[src/rtl/gen_seq_pkg.sv]
// Shared types and constants for the sweep sequencer: FSM state encoding and
// the four per-group slot codes.
package gen_seq_pkg;

  typedef enum logic {
    ST_IDLE  = 1'b0,
    ST_SWEEP = 1'b1
  } state_t;

  typedef logic [1:0] slot_t;

  localparam slot_t SLOT_SETUP = 2'd0;
  localparam slot_t SLOT_LOAD  = 2'd1;
  localparam slot_t SLOT_RUN   = 2'd2;
  localparam slot_t SLOT_STORE = 2'd3;

endpackage

[src/rtl/gen_sweep_sequencer_if.sv]
// Control/strobe bundle between the top-level controller (master) and the
// sweep sequencer (slave).
interface gen_sweep_sequencer_if #(
  parameter int POS_W = 2,
  parameter int GEN_W = 16
);

  logic             run_enb;
  logic             free_run;
  logic             step_req;
  logic             write_array;
  logic             run;
  logic             write_mem;
  logic [POS_W-1:0] pos;
  logic             busy;
  logic             sweep_done;
  logic [GEN_W-1:0] gen_count;

  modport master (
    output run_enb, free_run, step_req,
    input  write_array, run, write_mem, pos, busy, sweep_done, gen_count
  );

  modport slave (
    input  run_enb, free_run, step_req,
    output write_array, run, write_mem, pos, busy, sweep_done, gen_count
  );

endinterface

[src/rtl/gen_seq_pos_counter.sv]
// Slot/position counter: four slots per group, NUM_POS groups per sweep,
// explicit wrap at the last group; 'last' flags the final slot of a sweep.
module gen_seq_pos_counter
  import gen_seq_pkg::*;
#(
  parameter int NUM_POS = 4,
  parameter int POS_W   = 2
) (
  input  logic             clk,
  input  logic             clear,
  input  logic             advance,
  output slot_t            slot,
  output logic [POS_W-1:0] pos,
  output logic             last
);

  localparam logic [POS_W-1:0] POS_MAX = POS_W'(NUM_POS - 1);

  assign last = (slot == SLOT_STORE) && (pos == POS_MAX);

  // NOTE: sequential state uses non-blocking assignments so every register
  // samples pre-edge values and simulation matches the synthesized flops.
  always_ff @(posedge clk) begin
    if (clear) begin
      slot <= SLOT_SETUP;
      pos  <= '0;
    end else if (advance) begin
      slot <= slot + 2'd1;
      if (slot == SLOT_STORE) begin
        pos <= last ? '0 : pos + 1'b1;
      end
    end
  end

endmodule

[src/rtl/gen_sweep_sequencer.sv]
// Sweep sequencer for the cell array: IDLE/SWEEP FSM, per-sweep run enable
// latch, slot strobe decode and optional generation counter (GEN_SEQ_COUNT_EN).
module gen_sweep_sequencer
  import gen_seq_pkg::*;
#(
  parameter int NUM_POS = 4,
  parameter int POS_W   = 2,
  parameter int GEN_W   = 16
) (
  input logic                  clk,
  input logic                  reset,
  gen_sweep_sequencer_if.slave bus
);

  state_t           state;
  logic             run_lat;
  slot_t            slot;
  logic [POS_W-1:0] pos;
  logic             last;
  logic             sweeping;

  assign sweeping = (state == ST_SWEEP);

  gen_seq_pos_counter #(
    .NUM_POS (NUM_POS),
    .POS_W   (POS_W)
  ) u_pos_counter (
    .clk     (clk),
    .clear   (reset),
    .advance (sweeping),
    .slot    (slot),
    .pos     (pos),
    .last    (last)
  );

  always_ff @(posedge clk) begin
    if (reset) begin
      state   <= ST_IDLE;
      run_lat <= 1'b0;
    end else begin
      case (state)
        ST_IDLE: begin
          if (bus.free_run || bus.step_req) state <= ST_SWEEP;
        end
        ST_SWEEP: begin
          // run_enb only matters at the very first slot of each sweep
          if (slot == SLOT_SETUP && pos == '0) run_lat <= bus.run_enb;
          if (last && !bus.free_run) state <= ST_IDLE;
        end
        default: state <= ST_IDLE;
      endcase
    end
  end

  assign bus.write_array = sweeping && (slot == SLOT_LOAD);
  assign bus.run         = sweeping && (slot == SLOT_RUN) && run_lat;
  assign bus.write_mem   = sweeping && (slot == SLOT_STORE);
  assign bus.pos         = pos;
  assign bus.busy        = sweeping;
  assign bus.sweep_done  = sweeping && last;

`ifdef GEN_SEQ_COUNT_EN
  logic [GEN_W-1:0] gen_q;

  // Counts only sweeps that actually evolved the array.
  always_ff @(posedge clk) begin
    if (reset) begin
      gen_q <= '0;
    end else if (sweeping && last && run_lat) begin
      gen_q <= gen_q + 1'b1;
    end
  end

  assign bus.gen_count = gen_q;
`else
  assign bus.gen_count = '0;
`endif

endmodule
[src/flat_wrapper.sv]
// flat-port wrapper written by rule: the top's interface ports become plain ports
module gen_sweep_sequencer_flat import gen_seq_pkg::*;
#(
  parameter int NUM_POS = 4,
  parameter int POS_W   = 2,
  parameter int GEN_W   = 16
)
  (clk, reset, bus_run_enb, bus_free_run, bus_step_req, bus_write_array, bus_run, bus_write_mem, bus_pos, bus_busy, bus_sweep_done, bus_gen_count);
  gen_sweep_sequencer_if #(.POS_W(POS_W), .GEN_W(GEN_W)) bus_i ();
  input logic clk;
  input logic reset;
  input wire logic [$bits(bus_i.run_enb)-1:0] bus_run_enb;
  input wire logic [$bits(bus_i.free_run)-1:0] bus_free_run;
  input wire logic [$bits(bus_i.step_req)-1:0] bus_step_req;
  output wire logic [$bits(bus_i.write_array)-1:0] bus_write_array;
  output wire logic [$bits(bus_i.run)-1:0] bus_run;
  output wire logic [$bits(bus_i.write_mem)-1:0] bus_write_mem;
  output wire logic [$bits(bus_i.pos)-1:0] bus_pos;
  output wire logic [$bits(bus_i.busy)-1:0] bus_busy;
  output wire logic [$bits(bus_i.sweep_done)-1:0] bus_sweep_done;
  output wire logic [$bits(bus_i.gen_count)-1:0] bus_gen_count;
  assign bus_i.run_enb = bus_run_enb;
  assign bus_i.free_run = bus_free_run;
  assign bus_i.step_req = bus_step_req;
  assign bus_write_array = bus_i.write_array;
  assign bus_run = bus_i.run;
  assign bus_write_mem = bus_i.write_mem;
  assign bus_pos = bus_i.pos;
  assign bus_busy = bus_i.busy;
  assign bus_sweep_done = bus_i.sweep_done;
  assign bus_gen_count = bus_i.gen_count;
  gen_sweep_sequencer #(.NUM_POS(NUM_POS), .POS_W(POS_W), .GEN_W(GEN_W)) u_core (.clk(clk), .reset(reset), .bus(bus_i));
endmodule
[config.mk]
export PLATFORM = sky130hd
export DESIGN_NAME = gen_sweep_sequencer_flat
export DESIGN_NICKNAME = d
export VERILOG_FILES = /design/src/rtl/gen_seq_pkg.sv /design/src/rtl/gen_sweep_sequencer_if.sv /design/src/rtl/gen_seq_pos_counter.sv /design/src/rtl/gen_sweep_sequencer.sv /design/src/flat_wrapper.sv
export SDC_FILE = /design/constraint.sdc
export NUM_CORES = 1
export LEC_CHECK = 0
export CORE_AREA = 2 2 39 41
export DETAILED_ROUTE_END_ITERATION = 8
export DIE_AREA = 0 0 41 43
export PLACE_DENSITY_LB_ADDON = 0.2
export SLEW_MARGIN = 20
export SYNTH_ARGS = -nofsm -noshare
export SYNTH_HDL_FRONTEND = slang
export SYNTH_HIERARCHICAL = 1
export SYNTH_SLANG_ARGS = --single-unit
[constraint.sdc]
create_clock -name clk -period 2 [get_ports clk]
set_input_delay 0.4 -clock clk [delete_from_list [all_inputs] [get_ports clk]]
set_output_delay 0.4 -clock clk [all_outputs]
set_load 0.005 [all_outputs]
==> results of run 1 <==
## registers in the layout, indices dropped and copies added, names as in the netlist
name and cells:
u_core/bus.busy 1, u_core/run_lat 1, u_core/u_pos_counter/pos 2, u_core/u_pos_counter/slot 2
## power by group
| part | switching, µW | leakage, µW | total [µW] | internal [µW] |
|---|---|---|---|---|
| registers | 12.0 | 0.0000516 | 140 | 128 |
| clock network | 42.7 | 0.0000138 | 111 | 67.8 |
| logic | 20.4 | 0.000178 | 49.3 | 28.8 |
| total | 75.2 | 0.000244 | 300 | 225 |
## cells in the final DEF, fill, tap and decap left out
master	instances
a21bo_1	2
a21oi_1	4
and2_1	2
and3_2	1
and3b_2	1
and4b_2	1
buf_4	1
clkbuf_4	3
clkdlybuf4s50_1	11
conb_1	16
dfxtp_1	2
dfxtp_2	2
dfxtp_4	2
ha_1	1
ha_4	1
inv_1	1
mux2i_1	1
nand3_1	1
nand4bb_1	1
nor2_1	2
o21ai_0	1
o21bai_1	1
or3b_1	1
or4b_1	1
xnor2_1	1
## stage by stage
stage	utilization (%)	worst slack (ns)	instance area [µm²]
6_report	39.5	0.0819	547
3_5_place_dp	36.3	0.164	502
4_1_cts	39.1	0.0305	541
2_1_floorplan	-	0.621	495
5_1_grt	39.5	0.00600	547
3_3_place_gp	36.3	0.161	502
## layout make-up
class | count | area [µm²] | area share [%]
tap | 16 | 20.0 | 3.66
clock buffer | 3 | 22.5 | 4.12
inverter | 1 | 3.75 | 0.686
multi-input combinational | 39 | 253 | 46.2
timing repair buffer | 12 | 118 | 21.5
sequential | 6 | 130 | 23.8
## worst paths after layout
path	slack, ns	from	depth (start not counted)	to
worst max-delay path	0.08	u_core/u_pos_counter/slot[0]	4	bus_sweep_done
worst min-delay path	0.48	u_core/run_lat	2	u_core/run_lat
worst min register to register	0.48	u_core/run_lat	2	u_core/run_lat
worst max register to register	0.47	u_core/bus.busy	3	u_core/run_lat
## worst max-delay path: stages (launching register included)
cell and delay [ns]:
dfxtp_4 0.38, ha_4 0.16, and2_1 0.11, and2_1 0.13, clkdlybuf4s50_1 0.50
## kinds of logic after synthesis
kind of cell,count (synthesis),synth area share (%)
buffers and inverters,18,30.8
and+or+nand+nor,11,19.1
AOI/OAI and AO/OA,8,12.0
DFF,6,27.4
adders and majority gates,2,5.70
other,1,0.854
xor gates and xnor gates,1,1.99
muxes,1,2.28
## layer usage
metal,routed length [µm],track usage [%],vias to the layer above,share of wire (%)
met2,291,11.3,16,43
met3,61,4.71,2,9.0
met5,0,0,-,0
li1,-,-,161,-
met4,10,10.0,0,1.5
met1,313,12.5,133,46
## what timing repair did
item | CTS | global route
endpoints found under the hold margin | 0 | 0
setup endpoints to repair | 1 | 1
gates resized for setup | 5 | 3
hold buffers | 0 | 0
==> results.toml, run 1 <==
[status]
outcome = "finished, final reports clean"

[run]
maxCapViolCount = 0

[synth]
synth_seq_cells = 6
ys_seq_area_share_pct = 27.4
yosys-top-cells-area = "dfxtp_1 (27%), buf_4 (27%), ha_1 (5.7%), a21bo_1 (4.6%), a21oi_1 (4.6%)"
synth-edff-count = 0
syn_area_per_cell_um2 = 9.15
synthArstFlopShare_pct = 0
synth_commonest_cells = "buf_4 (16), dfxtp_1 (6), a21oi_1 (4)"
netlist_instances = 48
synth_top_area_cell = "dfxtp_1"
synth_area_um2 = 439
synth_ff_type = "dfxtp_1"
yosys.cell_count.top_type = "buf_4"
ys_warn_count = 6
ys_types = 21
synth_top_area_share_pct = 27.4

[worst_setup_path]
crit_path_max_fanout = 6
critPathCaptureType = "primary output"
required_ns = 1.60
crit_arrival_ns = 1.52
critPathLaunchType = "register"
crit_type = "register to primary output"

[global_route]
grt_pass1_wl_um = 1080
antenna_found_initial = 0
grt_pass1_vias = 247
grtUsageTotal_pct = 9.94
grt_max_degree = 10
gr-total-overflow = 0

[clock_network]
insertion_delay_ns = 0.24
clk_pin_slew_ns = 0.05
cts_buffers = 3
cts_sinks = 6
cts_tree = "built"
cts_root_buf = "clkbuf_4"
htree_levels = 1
cts_setup_buffers = 0
cts.path.max_buffers = 2

[pwr]
power_uw = 300
p_leak_uw = 0.000244
power_density_mw_per_mm2 = 549
vdd_drop_max_uv = 266

[sta]
finalSetupViolations = 0
rsz0062_at_grt = "no"
drv_slew = 0
whs_ns = 0.481
final.setup_skew_ns = 0.00267
fin_crit_ns = 1.92
min_period_over_period_pct = 95.9
fin_tns_setup_ns = 0
max_freq_ghz = 0.521
finalHoldViolations = 0

[route]
firstDrtPassIters = 1
drt-initial-drc-count = 0
viasPerCell = 4.05
vias = 312
final_antenna_net_count = 0
drc_errors = 0
wl_per_cell_um = 8.78
wirelength_um = 676

[finish]
fillers = 162
layout.cells.non_filler = 77
areaGrowthSynthToFinish_pct = 24.5
layout-drive-gt1-share_pct = 19.7
n_antenna_cell = 0
fin_nets = 70

[placement]
place.gp.congestion = 0.723
placedCellCount = 74
io_buffer_count = 11

[floorplanning]
ioPinCount = 28
std_cell_rows = 14
die_area_mm2 = 0.00176
die_w_um = 41
core_area_mm2 = 0.00138
die_h_um = 43
initial_core_util_pct = 31.7

[min_path]
hold_class = "register to register"
No activity file was read; power rests on OpenSTA's default activity.
==> run 2: changes to the inputs <==
Settings changed: RECOVER_POWER set to 100, SETUP_SLACK_MARGIN set to 0.4.
==> results.toml, run 2 (synthesis gave the netlist of run 1 again) <==
[pwr]
p_leak_uw = 0.000286
vdd_drop_max_uv = 269
power_density_mw_per_mm2 = 542

[sta]
min_period_over_period_pct = 84.0
rsz0062_at_grt = "yes"
final.setup_skew_ns = 0.00565
max_freq_ghz = 0.595
fin_tns_setup_ns = 0
drv_slew = 0
fin_crit_ns = 1.68
finalHoldViolations = 0
finalSetupViolations = 0
setup_ws_ns = 0.319

[worst_setup_path]
crit_buf_inv = 2
critPathCaptureType = "primary output"
crit_path_max_fanout = 4
reg2reg_depth = 4
critPathLaunchType = "register"
crit_cells = 2
critical-path-max-stage-delay_ns = 0.56
critPathTopFamily = "buffers and inverters"
crit_path_top_delay_cell = "dlygate4sd3_1"
cp_cell_sequence = "buf_4 -> dlygate4sd3_1"
required_ns = 1.60
crit_arrival_ns = 1.28
crit_type = "register to primary output"
r2r_slack_ns = 0.35

[global_route]
grt_max_degree = 7
antenna_found_initial = 0
gr-total-overflow = 0
grt_pass1_vias = 265
grtUsageTotal_pct = 10.6
grt_pass1_wl_um = 1170

[route]
drc_errors = 0
wirelength_um = 780
viasPerCell = 4.22
final_antenna_net_count = 0
drt-initial-drc-count = 1
firstDrtPassIters = 4
wl_per_cell_um = 9.40
vias = 350

[floorplanning]
std_cell_rows = 14
core_area_mm2 = 0.00138
die_w_um = 41
die_h_um = 43
initial_core_util_pct = 31.7
die_area_mm2 = 0.00176
ioPinCount = 28

[clock_network]
insertion_delay_ns = 0.24
cts_root_buf = "clkbuf_4"
htree_levels = 1
cts_sinks = 6
clk_pin_slew_ns = 0.05
cts_tree = "built"
cts_buffers = 3
cts.path.max_buffers = 2

[finish]
areaGrowthSynthToFinish_pct = 27.4
n_antenna_cell = 0
most-common-layout-cells = "conb_1 (16), buf_4 (5), a21oi_1 (4)"
fillers = 165
final_common_cell = "conb_1"
fin_nets = 76
largestRegisters = "u_core/u_pos_counter/pos (2), u_core/u_pos_counter/slot (2)"
layout-drive-gt1-share_pct = 25.4

[placement]
dp_slack_ns = 0.164
io_buffer_count = 11
place.gp.congestion = 0.723

[run]
maxCapViolCount = 0

[min_path]
hold_class = "register to register"
hold_path_depth = 2

[status]
outcome = "finished, final reports clean"
## run 2: cell count changes in the layout (fill, tap and decap cells not counted), sizes merged
cell	previous run	this run
buf	1	5
clkbuf	3	7
clkdlybuf4s50	11	3
dlygate4sd2	0	3
dlygate4sd3	0	3
## run 2: power by group
group          total, µW  internal, µW  switching, µW
logic               54.2          29.4           24.8
clock network        114          68.0           45.9
registers            135           127           8.06
total                303           224           78.7
## run 2: stage by stage
stage | std cells | power, µW | area (µm²) | util [%] | hold WS (ns)
after floorplan | 63 | 189 | 495 | - | 0.443
after global placement | 74 | 187 | 502 | 36.3 | 0.475
after detailed placement | 74 | 187 | 502 | 36.3 | 0.471
after CTS | 80 | 315 | 567 | 41.0 | 0.480
after global routing | 83 | 327 | 559 | 40.4 | 0.527
final | 83 | 303 | 559 | 40.4 | 0.483
## run 2: timing repair
action / 4_1_cts / 5_1_grt
endpoints found under the setup margin: 5 / 2
hold buffers: 0 / 0
buffers inserted: 3 / 3
gates resized for setup: 15 / 6
pin swaps: 0 / 1
## run 2: final cells by class
| class | count | area, µm² | area share (%) |
|---|---|---|---|
| timing repair buffer | 18 | 141 | 25.3 |
| inverter | 1 | 3.75 | 0.671 |
| clock buffer | 3 | 22.5 | 4.03 |
| multi-input combinational | 39 | 243 | 43.4 |
| sequential | 6 | 129 | 23.0 |
| tap | 16 | 20.0 | 3.58 |
## run 2: worst paths after layout
kind                                             startpoint        endpoint
worst min register to register               u_core/run_lat  u_core/run_lat
worst max register to register              u_core/bus.busy  u_core/run_lat
worst max-delay path            u_core/u_pos_counter/pos[0]      bus_pos[0]
worst min-delay path                         u_core/run_lat  u_core/run_lat
## run 2: per-layer routing
layer | track usage [%] | wire length, µm | vias up
met1 | 13.8 | 342 | 158
met2 | 12.2 | 361 | 18
li1 | - | - | 172
met4 | 10.0 | 10 | 0
met5 | 0 | 0 | -
met3 | 4.71 | 66 | 2
## run 2: worst reg2reg max path: cells and delay by family, from the launching register on
family          cells  cell delay [ns]
compound gates      1             0.13
flops               1             0.39
buf+inv             1             0.20
simple gates        2             0.85
